### src/rtl/food_consumer.sv
// rtl/food_consumer.sv - captures a food map, counts crux cells, consumes cells under the player and keeps score.
// Optional build macro FOOD_CONSUMER_REMAIN_EN adds the food_left remaining-cell counter.
module food_consumer #(
    parameter int SCORE_W = 16
) (
    input  logic               clk,
    input  logic               rst,
    input  logic [299:0]       food_in,
    input  logic               load,
    input  logic               pos_valid,
    input  logic [3:0]         pos_x,
    input  logic [3:0]         pos_y,
    output logic [299:0]       food_map,
    output logic               ready,
    output logic               eaten,
    output logic [1:0]         eaten_kind,
    output logic [SCORE_W-1:0] score,
    output logic [2:0]         crux_left,
    output logic               win,
    output logic [7:0]         food_left
);

    typedef enum logic [1:0] {IDLE, SCAN, READY, DONE} state_t;

    state_t       state;
    logic [7:0]   idx;
    logic [1:0]   scan_code;
    logic         pos_legal;
    logic [7:0]   cell_idx;
    logic [7:0]   sel;
    logic [1:0]   pos_code;
    logic         eat_ok;
    logic [3:0]   points;
    logic [SCORE_W:0]   score_sum;
    logic [SCORE_W-1:0] score_next;
    logic [299:0] clear_mask;

    always_comb begin
        scan_code = food_map[{idx, 1'b0} +: 2];
        pos_legal = (pos_x <= 4'd9) && (pos_y <= 4'd14);
        cell_idx  = ({4'd0, pos_y} * 8'd10) + {4'd0, pos_x};
        // Out-of-range coordinates are steered to cell 0 so the part-select never leaves the map.
        sel       = pos_legal ? cell_idx : 8'd0;
        pos_code  = food_map[{sel, 1'b0} +: 2];
        eat_ok    = (state == READY) && pos_valid && pos_legal && (pos_code != 2'b00);
        case (pos_code)
            2'b01:   points = 4'd1;
            2'b10:   points = 4'd5;
            2'b11:   points = 4'd10;
            default: points = 4'd0;
        endcase
        score_sum  = {1'b0, score} + (SCORE_W+1)'(points);
        score_next = score_sum[SCORE_W] ? '1 : score_sum[SCORE_W-1:0];
        clear_mask = ~(300'b11 << {sel, 1'b0});
    end

    assign ready = (state == READY);
    assign win   = (state == DONE);

    always_ff @(posedge clk) begin
        if (rst) begin
            state      <= IDLE;
            idx        <= 8'd0;
            food_map   <= '0;
            score      <= '0;
            crux_left  <= 3'd0;
            eaten      <= 1'b0;
            eaten_kind <= 2'b00;
        end else begin
            eaten      <= 1'b0;
            eaten_kind <= 2'b00;
            if (load) begin
                food_map  <= food_in;
                idx       <= 8'd0;
                crux_left <= 3'd0;
                state     <= SCAN;
            end else begin
                case (state)
                    IDLE: ;
                    SCAN: begin
                        if (scan_code == 2'b11)
                            crux_left <= crux_left + 3'd1;
                        if (idx == 8'd149)
                            state <= READY;
                        else
                            idx <= idx + 8'd1;
                    end
                    READY: begin
                        // The exit test uses the count before any eat on this edge.
                        if (crux_left == 3'd0)
                            state <= DONE;
                        if (eat_ok) begin
                            food_map   <= food_map & clear_mask;
                            score      <= score_next;
                            eaten      <= 1'b1;
                            eaten_kind <= pos_code;
                            if (pos_code == 2'b11)
                                crux_left <= crux_left - 3'd1;
                        end
                    end
                    DONE: ;
                    default: state <= IDLE;
                endcase
            end
        end
    end

`ifdef FOOD_CONSUMER_REMAIN_EN
    logic [7:0] left_cnt;

    always_ff @(posedge clk) begin
        if (rst || load)
            left_cnt <= 8'd0;
        else if ((state == SCAN) && (scan_code != 2'b00))
            left_cnt <= left_cnt + 8'd1;
        else if (eat_ok)
            left_cnt <= left_cnt - 8'd1;
    end

    assign food_left = left_cnt;
`else
    assign food_left = 8'd0;
`endif

endmodule

### config.mk
export PLATFORM = sky130hd
export DESIGN_NAME = food_consumer
export DESIGN_NICKNAME = d
export VERILOG_FILES = /design/src/rtl/food_consumer.sv
export SDC_FILE = /design/constraint.sdc
export NUM_CORES = 1
export LEC_CHECK = 0
export ABC_AREA = 1
export CORE_AREA = 3 3 252 254
export CTS_BUF_LIST = sky130_fd_sc_hd__clkbuf_4 sky130_fd_sc_hd__clkbuf_8
export CTS_CLUSTER_DIAMETER = 60
export DETAILED_ROUTE_END_ITERATION = 10
export DIE_AREA = 0 0 255 257
export GPL_ROUTABILITY_DRIVEN = 0
export PLACE_DENSITY = 0.6
export RECOVER_POWER = 25
export SLEW_MARGIN = 20
export SYNTH_ARGS = -nofsm -noshare
export SYNTH_HDL_FRONTEND = slang
export SYNTH_SLANG_ARGS = --single-unit
export TNS_END_PERCENT = 50
### constraint.sdc
create_clock -name clk -period 13.8 [get_ports clk]
set_input_delay 2.76 -clock clk [delete_from_list [all_inputs] [get_ports clk]]
set_output_delay 2.76 -clock clk [all_outputs]
set_load 0.1 [all_outputs]
Word level (Yosys, flattened, before mapping) --
Index checks and enable logic that the tools add are counted. W data, S select, Z words.
Cells by class: add/subtract/negate cells 5, $mul 1, $lt $le $gt $ge 2, equality and inequality tests 15, shifts and indexed selects 3, multiplexer cells 15, bitwise operators 6, reduce and logical (&&, ||, !) cells 19
Operators with widths (number):
- $mux W300 | 3
- $shiftx A300 B10 Y2 | 2
- $and A300 B300 Y300 | 1
- $not A300 Y300 | 1
- $shl A2 B9 Y300 const A | 1
- $add A16 B4 Y17 | 1
- $mux W16 | 1
- $pmux W4 S3 | 1
- $eq A2 B2 Y1 const B | 5
- $mux W3 | 3
- $reduce_and A3 Y1 | 3
- $add A8 B1 Y8 const B | 1
- $add A8 B4 Y8 | 1
- $eq A8 B8 Y1 const B | 1
- $le A4 B4 Y1 const B | 2
- $mux W8 | 1
- $reduce_bool A2 Y1 | 4
- $mul A4 B3 Y7 const B | 1
- $ne A2 B1 Y1 const B | 3
- $pmux W3 S2 | 1
- $eq A2 B1 Y1 const B | 2
- $logic_and A1 B1 Y1 | 4
- $mux W2 | 2
- $ne A2 B2 Y1 const B | 2
- other kinds (14) | 19
Storage, ports and cells: register bits after elaboration 332, input port bits 312, word-level logic and storage cells 74

Logic depth before layout (Yosys ltp) --
Gate-level depths: netlist of run 1.
depth after elaboration 9, gate-level depth with buffers 31, depth with buffers taken out 31

Worst setup path after synthesis of run 1 --
OpenSTA, ideal clock, no wires.
path kind input-to-reg, start input pos_y[1], end register score[14], library setup time 0.113 ns, arrival time 6.791 ns, required time 13.687 ns, path slack 6.896 ns, stages 29, buffers on the path 1, path through ha_1 > ha_1 > fa_1 > inv_1 > nor2_1 > nand2_1 > nor2_1 > nor2_1 > nand2_1 > inv_1 > nor2_2 > buf_2 > nand2_1 > nand3_1 > inv_1 > ha_1 > ha_1 > ha_1 > a21oi_1 > inv_1 > a21oi_1 > o21ai_0 > nand2_1 > nor2_2 > nand2_1 > nor4_2 > xor2_1 > o21ai_1 > inv_1
On the way: longest elaborated chain between the ends 8, elaborated cells on any way between the ends 16
Ends and longest elaborated chain:
- start: declaration | RTL line 12 | input logic [3:0] pos_y,
- $mul A4 B3 Y7 / $le A4 B4 Y1 (equally long branches) | RTL line 41, 40
- $add A8 B4 Y8 / $logic_and A1 B1 Y1 (equally long branches) | RTL line 41, 40
- $mux W8 * | RTL line 43 | sel = pos_legal ? cell_idx : 8'd0;
- $shiftx A300 B10 Y2 * | RTL line 44 | pos_code = food_map[{sel, 1'b0} +: 2];
- net pos_code[1] | RTL line 31 | logic [1:0] pos_code;
- $eq A2 B2 Y1 / $eq A2 B1 Y1 (equally long branches) | RTL line 46 | case (pos_code)
- $pmux W4 S3 | RTL line 46
- $add A16 B4 Y17 | RTL line 52 | score_sum = {1'b0, score} + (SCORE_W+1)'(points);
- $mux W16 | RTL line 53 | score_next = score_sum[SCORE_W] ? '1 : score_sum[SCORE_W-1:0];
- end signal: assignment | RTL line 94 | score <= score_next;
- end: declaration | RTL line 17 | output logic [SCORE_W-1:0] score,
The timed path passes the listed nets; every way through them passes the cells marked *. A chain may end at the register's enable or synchronous reset.

Final worst setup path of run 1 --
start input load, end register eaten_kind[1]
On the way: longest elaborated chain between the ends 1
Ends and longest elaborated chain:
- start: declaration | RTL line 9 | input logic load,
- $reduce_or A4 Y1 (no line)
- end signal: assignment | RTL line 96 | eaten_kind <= pos_code;
- end: declaration | RTL line 16 | output logic [1:0] eaten_kind,
Every way passes these cells.

==> results of run 1 <==
## routing by layer
metal	global-route usage [%]	part of all wire, %	wire [um]
met5	0	0.050	57
met2	52.7	45	51300
met3	8.82	9.8	11100
met1	41.5	40	45300
met4	16.8	5.1	5760
## final cells by class
class	count	area (um^2)
Multi-Input combinational cell	2516	11400
Sequential cell	332	6650
Clock inverter	16	175
Timing Repair Buffer	676	6670
Inverter	244	921
Fill cell	6619	33400
Clock buffer	105	1310
Tap cell	790	988
Antenna cell	9	22.5
## final timing paths
check / start / end / slack, ns / cells after the start
setup / recovery: load / eaten_kind[1] / 2.86 / 7
hold / removal: food_map[266] / food_map[266] / 0.47 / 2
setup reg to reg: food_map[103] / food_map[64] / 9.20 / 20
hold reg to reg: food_map[266] / food_map[266] / 0.47 / 2
## worst min-delay path, cell delays in order (launching register included)
cell and delay [ns]:
dfxtp_1 0.32, nand2_1 0.06, a21oi_1 0.05
## sequential cells by signal (all words and copies together), names as in the netlist
name,count
food_map,300
eaten_kind,2
eaten,1
score,16
crux_left,3
idx,8
state,2
## cells by family (layout without fill, tap and decap cells)
| group | count (synthesis) | after routing | share of synthesized area, % |
|---|---|---|---|
| compound gates | 744 | 744 | 19.9 |
| xor+xnor | 9 | 9 | 0.396 |
| fa+ha+maj | 22 | 22 | 1.50 |
| buf+inv | 468 | 1041 | 9.68 |
| flops | 332 | 332 | 33.4 |
| other cells | 1 | 17 | 0.0189 |
| simple gates | 1733 | 1733 | 35.1 |
## through the flow
step	total power [uW]	cells	worst slack [ns]	cell area [um^2]	utilization (%)
2_1_floorplan	1780	3316	6.90	19900	-
3_3_place_gp	2160	4557	3.73	26600	43.3
3_5_place_dp	2160	4557	3.64	26600	43.3
4_1_cts	3310	4678	4.35	28100	45.7
5_1_grt	3420	4687	2.38	28100	45.7
6_report	3300	4688	2.86	28100	45.7
## synthesized netlist by cell type (2+ instances only)
master	n
a21oi_1	434
a31oi_1	92
buf_1	9
buf_2	72
buf_4	16
buf_6	2
clkbuf_1	124
dfxtp_1	332
fa_1	3
ha_1	19
inv_1	230
inv_2	12
nand2_1	1194
nand2_2	5
nand3_1	189
nand3_2	3
nand3b_1	3
nand4_1	30
nor2_1	272
nor2_2	10
nor2_4	4
nor3_1	15
o2111ai_1	5
o211ai_1	15
o21a_1	4
o21ai_0	169
o21ai_1	5
o221ai_1	4
o22ai_1	10
or2_2	3
xnor2_1	4
xor2_1	5
## power breakdown
part	internal (uW)	switching, uW
Clock	661	483
Sequential	1010	68.4
Combinational	287	791
Total	1960	1340
==> key figures, run 1 <==
Logic synthesis
  – Post-synth top area cell: dfxtp_1
  – Prevailing post-synth register cell: dfxtp_1
  – Asr flop ratio synth: 0%
  – Syn Std Cell Area: 19,900 um^2
  – Yosys top cell area share: 33.4%
  – Number of distinct library cells after synthesis: 47
  – Ys Warns: 0
  – Mean Syn Cell Area: 6.01 um^2
  – Seq cells post-synth: 332
  – Post-Syn Instances: 3,309
  – Number of flops mapped to enable cells by yosys: 0
  – Synth area leaders: dfxtp_1, nand2_1, a21oi_1, nor2_1, nand3_1
  – Post-synthesis sequential area ratio: 33.4%

Timing
  – Final Setup Violations: 0
  – Tcrit/Tclk final: 79.2%
  – Max Freq: 91.4 MHz
  – RSZ-0062 raised after global routing: false
  – Final hold slack: 0.472 ns
  – Slew HR: -286%
  – Setup TNS: 0 ns
  – Fin crit period: 10.94 ns
  – Hold Fails Final Rpt: 0
  – Clock skew: 0.0247 ns
  – Final Max Slew Viols: 202
  – Tightest Pin Transition: 5.79 ns

Critical path
  – Crit-path max cell delay: 3.95 ns
  – Critical-path top delay cell: clkbuf_1
  – Buf+Inv Stages, Crit Path: 4
  – Kind of critical path: input port to register
  – Largest fanout on the critical path: 114
  – Crit-path cells: clkbuf_1 -> clkbuf_1 -> nor2_1 -> inv_1 -> nor2_1 -> nand2_1 -> inv_1
  – Worst Setup End Kind: register
  – CP required: 14.32 ns
  – Critical path startpoint category: input port
  – Worst EP arrival: 11.45 ns
  – CP top delay family: buffers and inverters

Detailed routing
  – Total wire length: 114 mm
  – Post-DR wirelength/cell: 24.2 um
  – Drt via density: 5.36
  – DRC viols: 0
  – Final ANT Viol Nets: 0
  – 1st-pass router iterations: 8
  – Via Count: 25.1k
  – DRT iter0 DRCs: 2,529

Status
  – Outcome: finished, violations left
  – Failing checks: capacitance limit, slew limit

Layout
  – Commonest non-fill, non-tap cells in the layout: nand2_1, clkdlybuf4s50_1, a21oi_1, dfxtp_1, nor2_1
  – Area Overhead vs Synth: 41.4%
  – Nets: 4,170
  – Most common cell after layout, fill and taps aside: nand2_1
  – Share of layout cells above drive strength 1: 5.43%

Die
  – Chip height: 257 um
  – Total die area: 65,500 um^2
  – Die W: 255 um
  – Rows: 91
  – Core ar.: 61,500 um^2
  – Initial Util: 32.3%
  – Total I/O pin count: 644

Run
  – Max Cap Viol: 2

Global routing
  – First-pass GRT wire length: 161 mm
  – Largest net degree at the start of global routing: 115
  – Total GRT Usage: 33.3%
  – Grt ovf: 0
  – Vias in the first global route: 23.6k
  – Initial antenna violation count: 13

CTS
  – H-tree Lvls: 3
  – Clock-pin transition on the worst setup and hold timing paths: 0.06 ns
  – Cts hold-fix bufs: 0
  – Clock tree buffer depth: 3
  – Sink Count: 332
  – CTS root buffer: clkbuf_8
  – Post_cts resized: 0
  – TritonCTS clock tree: done
  – Clock latency on the worst-skew pair: 0.64 ns
  – CTS Buf Count: 66
  – Post-CTS Setup Bufs: 0

Pwr
  – Peak VDD IR: 0.0687 mV
  – Pleak: 0.0117 uW
  – PwrDens: 117 nW/um^2

Hold path
  – Worst hold path type: register to register

Placement
  – Hpwl dp: 82.4 mm
  – Port buffer count: 635
(Power assumes the default switching activity.)
==> run 2, diff against run 1 <==
--- a/config.mk
+++ b/config.mk
@@ -6,13 +6,13 @@
 export NUM_CORES = 1
 export LEC_CHECK = 0
 export ABC_AREA = 1
-export CORE_AREA = 3 3 252 254
+export CORE_AREA = 3 3 248 250
 export CTS_BUF_LIST = sky130_fd_sc_hd__clkbuf_4 sky130_fd_sc_hd__clkbuf_8
 export CTS_CLUSTER_DIAMETER = 60
 export DETAILED_ROUTE_END_ITERATION = 10
-export DIE_AREA = 0 0 255 257
+export DIE_AREA = 0 0 251 253
 export GPL_ROUTABILITY_DRIVEN = 0
-export PLACE_DENSITY = 0.6
+export PLACE_DENSITY = 0.62
 export RECOVER_POWER = 25
 export SLEW_MARGIN = 20
 export SYNTH_ARGS = -nofsm -noshare
==> constraint.sdc (replaced) <==
create_clock -name clk -period 10.6 [get_ports clk]
set_input_delay 2.12 -clock clk [delete_from_list [all_inputs] [get_ports clk]]
set_output_delay 2.12 -clock clk [all_outputs]
set_load 0.1 [all_outputs]
==> run 2 against run 1 <==
Effect of this change:
- the run still ends with capacitance limit, slew limit left
- power is 26% higher
- largest cell class unchanged
- via count grew 0.11%
- critical path depth grew 16
==> key figures, run 2 (same netlist as run 1, synthesis figures left out) <==
Detailed routing
  – DRC viols: 0 (unchanged)
  – Total wire length: 113 mm (was 114 mm)
  – Post-DR wirelength/cell: 24.3 um (was 24.2 um)
  – Drt via density: 5.41 (was 5.36)
  – Via Count: 25.2k (was 25.1k)
  – Final ANT Viol Nets: 0 (unchanged)
  – DRT iter0 DRCs: 2,619 (was 2,529)
  – 1st-pass router iterations: 8 (unchanged)

Timing
  – Slew HR: -99.6% (was -286%)
  – Tcrit/Tclk final: 78.3%
  – RSZ-0062 raised after global routing: false (unchanged)
  – Clock skew: 0.0419 ns (was 0.0247 ns)
  – Tightest Pin Transition: 2.99 ns (was 5.79 ns)
  – Final Setup Violations: 0 (unchanged)
  – Fin crit period: 8.29 ns
  – Setup TNS: 0 ns (unchanged)
  – Max Freq: 121 MHz
  – Final hold slack: 0.477 ns (was 0.472 ns)
  – Final Max Slew Viols: 138 (was 202)
  – Hold Fails Final Rpt: 0 (unchanged)

Global routing
  – Grt met2 use: 56.2% (was 52.7%)
  – Busiest grt layer: met2 (unchanged)
  – Initial antenna violation count: 5 (was 13)
  – Vias in the first global route: 23.6k (about the same)
  – Largest net degree at the start of global routing: 147 (was 115)
  – Global Route met3 Usage: 8.40% (was 8.82%)
  – GR Util met1: 42.1% (was 41.5%)
  – First-pass GRT wire length: 161 mm (about the same)
  – Grt ovf: 0 (unchanged)
  – Total GRT Usage: 33.8% (was 33.3%)

Layout
  – Filler cells: 6,258 (was 6,619)
  – Commonest non-fill, non-tap cells in the layout: nand2_1, clkdlybuf4s50_1, a21oi_1, dfxtp_1, nor2_1 (unchanged)
  – Top reg by flops: food_map (unchanged)
  – Biggest regs: food_map (300), score (16), idx (8) (unchanged)
  – Area Overhead vs Synth: 40.0% (was 41.4%)
  – Max FFs per register: 300 (unchanged)
  – Share of layout cells above drive strength 1: 5.04% (was 5.43%)
  – Most common cell after layout, fill and taps aside: nand2_1 (unchanged)
  – Nets: 4,156 (was 4,170)
  – Register area: 6650 um^2 (about the same)
  – Multi-input gate area: 11,400 um^2 (about the same)

Critical path
  – Kind of critical path: input port to register (unchanged)
  – CP required: 11.11 ns (was 14.32 ns)
  – Buf+Inv Stages, Crit Path: 5 (was 4)
  – Crit-path max cell delay: 1.08 ns (was 3.95 ns)
  – CP top delay family: simple AND/OR/NAND/NOR gates (was buffers and inverters)
  – Worst reg2reg path startpoint: idx[0] (was food_map[103])
  – Critical-path top delay cell: nor2_1 (was clkbuf_1)
  – Most used cell, CP: nand3_1
  – RR Endpoint: crux_left[1] (was food_map[64])
  – R2R Setup Slk: 4.35 ns (was 9.20 ns)
  – Cells on worst reg2reg path: 14 (was 20)
  – Worst EP arrival: 8.81 ns (was 11.45 ns)
  – Crit-path cells: clkdlybuf4s50_1 -> ha_1 -> fa_1 -> inv_1 -> nor2_4 -> inv_2 -> nand3_1 -> nand3_1 -> nand2_1 -> nand2_1 -> nand3_1 -> nand3_1 -> nand3_1 -> inv_1 -> ha_1 -> nor2_1 -> nand2_2 -> inv_2 -> nand2_2 -> nor2_1 -> a31oi_1 -> nand2_1 -> a21oi_1 (was clkbuf_1 -> clkbuf_1 -> nor2_1 -> inv_1 -> nor2_1 -> nand2_1 -> inv_1)
  – Largest fanout on the critical path: 40 (was 114)
  – Critical path startpoint category: input port (unchanged)
  – Worst Setup End Kind: register (unchanged)

CTS
  – Cts hold-fix bufs: 0 (unchanged)
  – Post_cts resized: 0 (unchanged)
  – TritonCTS clock tree: done (unchanged)
  – Sink Count: 332 (unchanged)
  – Clock-pin transition on the worst setup and hold timing paths: 0.06 ns (about the same)
  – CTS root buffer: clkbuf_8 (unchanged)
  – CTS Buf Count: 61 (was 66)
  – H-tree Lvls: 2 (was 3)
  – Clock latency on the worst-skew pair: 0.71 ns (was 0.64 ns)
  – Post-CTS Setup Bufs: 0 (unchanged)
  – Clock tree buffer depth: 3 (unchanged)

Die
  – Initial Util: 33.6% (was 32.3%)
  – Rows: 89 (was 91)
  – Chip height: 253 um (was 257 um)
  – Total die area: 63,500 um^2 (was 65,500 um^2)
  – Total I/O pin count: 644 (unchanged)
  – Die W: 251 um (was 255 um)
  – Core ar.: 59,200 um^2 (was 61,500 um^2)

Hold path
  – Hold Crit Start: food_map[118] (was food_map[266])
  – Hold Path End: food_map[118] (was food_map[266])
  – Worst hold path type: register to register (unchanged)
  – Worst hold stages: 2 (unchanged)

Status
  – Outcome: finished, violations left (unchanged)
  – Failing checks: capacitance limit, slew limit (unchanged)

Pwr
  – Peak VDD IR: 0.109 mV (was 0.0687 mV)
  – PwrDens: 149 nW/um^2 (was 117 nW/um^2)
  – Pleak: 0.0116 uW (was 0.0117 uW)
  – Total power draw: 4150 uW (was 3300 uW)

Placement
  – Port buffer count: 635 (unchanged)
  – Hpwl dp: 82.7 mm (was 82.4 mm)

Run
  – Max Cap Viol: 2 (unchanged)
## run 2: final cells by class
class / count / share of cell area, %
clock buffers: 91 / 4.07
well taps: 773 / 3.47
repair buffers: 667 / 23.7
clock inverters: 20 / 0.629
diodes: 4 / 0.0359
flip-flops and latches: 332 / 23.9
inverters: 244 / 3.30
multi-input cells: 2516 / 40.9
## run 2: worst max path at each step
stage / startpoint / slack, ns / cells after the start / endpoint
after detailed placement: pos_x[1] / 1.81 / 23 / food_map[21]
after global placement: pos_x[1] / 1.79 / 23 / food_map[17]
after floorplan: pos_y[1] / 4.34 / 29 / score[14]
after global routing: pos_x[1] / 2.07 / 23 / food_map[134]
after CTS: pos_x[1] / 2.51 / 23 / food_map[20]
final: pos_x[1] / 2.31 / 23 / food_map[21]
## run 2: power breakdown
part / total [uW] / switching (uW) / leakage [uW] / internal (uW)
registers: 1410 / 92.8 / 0.00273 / 1310
clock network: 1340 / 605 / 0.000707 / 737
logic: 1400 / 1030 / 0.00812 / 368
total: 4150 / 1730 / 0.0116 / 2420
## run 2: worst min-delay path, delay by kind of cell, from the launching register on
family,cells,cell delay [ns]
compound gates,1,0.05
flops,1,0.32
simple gates,1,0.07
## run 2: metal layers
metal	up-vias	routed length, um
met5	-	7
met4	2	4740
met3	246	11200
met2	1391	52400
met1	11742	44400
li1	11776	-
## run 2: per-stage QoR
| step | util (%) | worst slack, ns | cell area (um^2) | cells |
|---|---|---|---|---|
| after floorplan | - | 4.34 | 19900 | 3316 |
| after global placement | 44.8 | 1.79 | 26500 | 4532 |
| after detailed placement | 44.8 | 1.81 | 26500 | 4532 |
| after CTS | 47.0 | 2.51 | 27800 | 4643 |
| after global routing | 47.0 | 2.07 | 27800 | 4646 |
| final | 47.0 | 2.31 | 27800 | 4647 |
